File: src/rtl/tt_uart_pkg.sv
// Shared types and constants for the tile UART transmitter.
package tt_uart_pkg;

  typedef enum logic [1:0] {
    IDLE  = 2'd0,
    START = 2'd1,
    DATA  = 2'd2,
    STOP  = 2'd3
  } uart_state_e;

  localparam int DATA_BITS = 8;
  localparam int BIT_CNT_W = 3;

endpackage

File: src/rtl/tt_uart_tx_baud.sv
// Bit-period timer: tick pulses for one cycle at the end of each serial bit.
module tt_baud_gen #(
  parameter int CLKS_PER_BIT = 104
) (
  input  logic clk,
  input  logic rst,
  input  logic clear,
  output logic tick
);

  localparam int CNT_W = $clog2(CLKS_PER_BIT);
  localparam logic [CNT_W-1:0] LAST = CNT_W'(CLKS_PER_BIT - 1);

  logic [CNT_W-1:0] cnt_q, cnt_d;

  // Held at zero while cleared so the first START cycle counts as 0.
  always_comb begin
    cnt_d = cnt_q;
    if (clear || (cnt_q == LAST)) cnt_d = '0;
    else                          cnt_d = cnt_q + 1'b1;
  end

  always_ff @(posedge clk) begin
    if (rst) cnt_q <= '0;
    else     cnt_q <= cnt_d;
  end

  assign tick = (cnt_q == LAST) && !clear;

endmodule

File: src/rtl/tt_uart_tx.sv
// 8N1/8N2 UART transmitter: accepts one byte on valid/ready, shifts it out LSB first.
module tt_uart_tx
  import tt_uart_pkg::*;
#(
  parameter int CLKS_PER_BIT = 104,
  parameter int STOP_BITS    = 1
) (
  input  logic       clk,
  input  logic       rst,
  input  logic [7:0] in_data,
  input  logic       in_valid,
  output logic       in_ready,
  output logic       tx,
  output logic       tx_oe,
  output logic       busy
);

  if (CLKS_PER_BIT < 2) begin : g_bad_cpb
    $error("tt_uart_tx: CLKS_PER_BIT must be at least 2");
  end
  if ((STOP_BITS != 1) && (STOP_BITS != 2)) begin : g_bad_stop
    $error("tt_uart_tx: STOP_BITS must be 1 or 2");
  end

  localparam logic [BIT_CNT_W-1:0] LAST_DATA = BIT_CNT_W'(DATA_BITS - 1);
  localparam logic [BIT_CNT_W-1:0] LAST_STOP = BIT_CNT_W'(STOP_BITS - 1);

  uart_state_e          state_q, state_d;
  logic [DATA_BITS-1:0] shift_q, shift_d;
  logic [BIT_CNT_W-1:0] bit_cnt_q, bit_cnt_d;
  logic                 tx_q, tx_d;
  logic                 tx_oe_q;
  logic                 tick;
  logic                 hs;

  assign in_ready = (state_q == IDLE) && !rst;
  assign hs       = in_valid && in_ready;

  tt_baud_gen #(
    .CLKS_PER_BIT(CLKS_PER_BIT)
  ) u_baud (
    .clk  (clk),
    .rst  (rst),
    .clear(state_q == IDLE),
    .tick (tick)
  );

  // tx_d is the line level for the cycle after this edge, so tx is glitch-free.
  always_comb begin
    state_d   = state_q;
    shift_d   = shift_q;
    bit_cnt_d = bit_cnt_q;
    tx_d      = tx_q;
    case (state_q)
      IDLE: begin
        if (hs) begin
          shift_d = in_data;
          state_d = START;
          tx_d    = 1'b0;
        end
      end
      START: begin
        if (tick) begin
          state_d   = DATA;
          bit_cnt_d = '0;
          tx_d      = shift_q[0];
        end
      end
      DATA: begin
        if (tick) begin
          if (bit_cnt_q == LAST_DATA) begin
            state_d   = STOP;
            bit_cnt_d = '0;
            tx_d      = 1'b1;
          end else begin
            shift_d   = shift_q >> 1;
            bit_cnt_d = bit_cnt_q + 1'b1;
            tx_d      = shift_q[1];
          end
        end
      end
      STOP: begin
        // bit_cnt is reused here to count stop bits.
        if (tick) begin
          if (bit_cnt_q == LAST_STOP) state_d = IDLE;
          else                        bit_cnt_d = bit_cnt_q + 1'b1;
        end
      end
      default: state_d = IDLE;
    endcase
  end

  always_ff @(posedge clk) begin
    if (rst) begin
      state_q   <= IDLE;
      bit_cnt_q <= '0;
      tx_q      <= 1'b1;
      tx_oe_q   <= 1'b0;
    end else begin
      state_q   <= state_d;
      bit_cnt_q <= bit_cnt_d;
      tx_q      <= tx_d;
      tx_oe_q   <= 1'b1;
    end
  end

  always_ff @(posedge clk) begin
    shift_q <= shift_d;
  end

  assign tx    = tx_q;
  assign tx_oe = tx_oe_q;
  assign busy  = (state_q != IDLE);

endmodule

File: config.mk
export PLATFORM = sky130hd
export DESIGN_NAME = tt_uart_tx
export DESIGN_NICKNAME = d
export VERILOG_FILES = /design/src/rtl/tt_uart_pkg.sv /design/src/rtl/tt_uart_tx_baud.sv /design/src/rtl/tt_uart_tx.sv
export SDC_FILE = /design/constraint.sdc
export NUM_CORES = 1
export LEC_CHECK = 0
export ABC_AREA = 1
export BUFFER_PORTS_ARGS = -buffer_cell sky130_fd_sc_hd__buf_2
export CORE_MARGIN = 3
export CORE_UTILIZATION = 30
export CTS_BUF_LIST = sky130_fd_sc_hd__clkbuf_8 sky130_fd_sc_hd__clkbuf_16
export DETAILED_ROUTE_END_ITERATION = 8
export SYNTH_ARGS = -nofsm -noshare
export SYNTH_HDL_FRONTEND = slang
export SYNTH_SLANG_ARGS = --single-unit
File: constraint.sdc
create_clock -name clk -period 2.4 [get_ports clk]
set_input_delay 0.24 -clock clk [delete_from_list [all_inputs] [get_ports clk]]
set_output_delay 0.24 -clock clk [all_outputs]
set_load 0.01 [all_outputs]
==> flow_summary_export.csv <==
group,metric,value,unit
grt,grt_max_degree,18,
logic_synthesis,yosysTopAreaCell,"dfxtp_1",
grt,grt_antenna_before_repair,0,
logic_synthesis,yosysUniqueCellTypes,23,
logic_synthesis,synth_edf_count,8,
grt,grt_first_pass_wirelength,3770,um
clock_tree,htree_num_levels,1,
flow_run,cap_violations,0,
sta,fmax,552,MHz
worst_setup_path,required,2.38,ns
placed_design,routabilityCongestion,0.773,
placed_design,dpl_worst_slack,0.584,ns
cells_and_area,area_delta_synth_final,16.8,%
cells_and_area,nets,188,
die,dieArea,4730,um2
logic_synthesis,synth_top_area_share,0.237,
pwr,total_power,1.49,mW
logic_synthesis,synth_top_flop_cell,"dfxtp_1",
min_path,hold_path.class,"input pin to flop",
grt,met3_usage,0.0243,
worst_setup_path,cp_max_fo,17,
logic_synthesis,avgSynthCellArea,7.88,um2
placed_design,port_buffers,14,
die,core_area,3740,um2
sta,post-route-period-util,0.755,
sta,max_slew_margin,0.649,
drt,drt-total-wl,2050,um
logic_synthesis,synth_warnings,0,
clock_tree,ctsResizeCount,0,
clock_tree,clockRootBuffer,"clkbuf_8",
grt,grt_use_met2,0.170,
logic_synthesis,ys_top_cells_by_area,"dfxtp_1 24%, edfxtp_1 20%, nand2_1 14%, ha_1 9.5%, nor2_1 7.0%",
clock_tree,clock_latency,0.26,ns
drt,drtPass1Iterations,4,
drt,routed-via-count,922,
worst_setup_path,end_kind,"flop",
placed_design,dpl.hpwl,1630,um
drt,antenna_left,0,
cells_and_area,final_cell_mix,"44 x nand2_1, 22 x nor2_1, 16 x inv_1",
logic_synthesis,synthArstFlopShare,0,
sta,hold_ws,0.182,ns
logic_synthesis,seq_area_frac_synth,0.440,
cells_and_area,fin_cells,215,
cells_and_area,drive_above_1_share,0.186,
drt,drt_iter0_markers,41,
clock_tree,clock_path_buffers,2,
placed_design,dp.cells,211,
sta,min_period,1.81,ns
pwr,power_density,1080,nW/um2
grt,grt_pass1_vias,934,
grt,gr-usage-met1,0.136,
die,die_w,68.8,um
die,ios,15,
logic_synthesis,syn_inst,150,
clock_tree,post-cts-setup-buffers,0,
logic_synthesis,syn_area,1180,um2
worst_setup_path,cp-start-kind,"flop",
clock_tree,cts_sinks,22,
cells_and_area,diodes,0,
cells_and_area,layout.cells.most_common,"nand2_1",
die,rows,22,
pwr,power_leakage,0.648,nW
sta,setup_viol,0,
pwr,irDropWorstVdd,0.444,mV
clock_tree,cts_buffers,3,
worst_setup_path,crit_arrival,1.79,ns
die,dieHeight,68.8,um
sta,worst-slew-pin-transition,0.527,ns
sta,clock_skew,0.00708,ns
grt,grt-ovfl-total,0,
drt,wl_per_cell,9.51,um
clock_tree,cts.hold.buffers_added,0,
sta,fin_ws,0.587,ns
drt,drcViolationCount,0,
logic_synthesis,synth_nets,170,
worst_setup_path,path_class,"flop to flop",
logic_synthesis,synth-seq-cells,22,
grt,busiest_layer,"met2",
clock_tree,cts.clk_slew.worst_paths,0.08,ns
sta,slew_violations,0,
sta,tns,0,ns
drt,viasPerCell,4.29,
sta,rsz0062_at_grt,"false",
grt,grt_usage,0.106,
outcome,status,"completed",
die,start_util,0.316,
sta,hold_violations,0,
clock_tree,tritoncts,"built",
[synth_stat cells (all sizes together) (2+ instances only)]
cell type  number
a21oi           3
buf             2
dfxtp          14
edfxtp          8
ha              9
inv            17
nand2          51
nand3           9
nor2           25
nor3            2
o21ai           4
[through the flow]
step	utilization	cell area, um2
after floorplan	-	1180
after global routing	0.369	1380
after detailed placement	0.350	1310
after CTS	0.369	1380
final	0.369	1380
after global placement	0.350	1310
[path summary, 6_finish.rpt]
check | end | startpoint | cells past startpoint | slack (ns)
hold reg to reg | u_baud.cnt_q[0] | u_baud.cnt_q[0] | 1 | 0.45
setup reg to reg | shift_q[1] | state_q[0] | 5 | 0.59
setup / recovery | shift_q[1] | state_q[0] | 5 | 0.59
hold / removal | bit_cnt_q[0] | rst | 2 | 0.18
[critical path, cell delays in order, from the launching register on]
cell	delay [ns]
dfxtp_1	0.34
inv_1	0.11
ha_1	0.50
o21ai_0	0.18
a211oi_1	0.19
buf_4	0.20
[report_power, final]
part           internal (mW)  total [mW]  switching, mW
Sequential             0.536       0.591         0.0542
Clock                  0.222       0.338          0.116
Combinational          0.205       0.565          0.359
Total                  0.964        1.49          0.529
[metal layers]
metal | up-vias | part of all wire | wire length [um]
met5 | - | 0 | 0
met4 | 0 | 0.010 | 21
met3 | 2 | 0.037 | 76
met2 | 9 | 0.45 | 921
met1 | 410 | 0.50 | 1030
li1 | 501 | - | -
[sequential cells by signal, indices dropped and copies added (netlist names)]
| signal | count |
|---|---|
| bit_cnt_q | 3 |
| shift_q | 8 |
| tx_oe | 1 |
| tx | 1 |
| state_q | 2 |
| u_baud.cnt_q | 7 |
[cell families after synthesis]
| kind of cell | after synthesis | synth area share |
|---|---|---|
| AOI/OAI and AO/OA | 11 | 0.0550 |
| xor gates and xnor gates | 2 | 0.0148 |
| adders and majority gates | 9 | 0.0952 |
| buffers and inverters | 19 | 0.0624 |
| DFF | 22 | 0.440 |
| and+or+nand+nor | 87 | 0.332 |
[layout make-up]
type	instances	area, um2
well taps	48	60.1
repair buffers	15	77.6
flip-flops and latches	22	520
clock inverters	1	30.0
fillers	403	2360
inverters	17	63.8
multi-input cells	109	588
clock buffers	3	41.3
No activity file was read; power rests on OpenSTA's default activity.
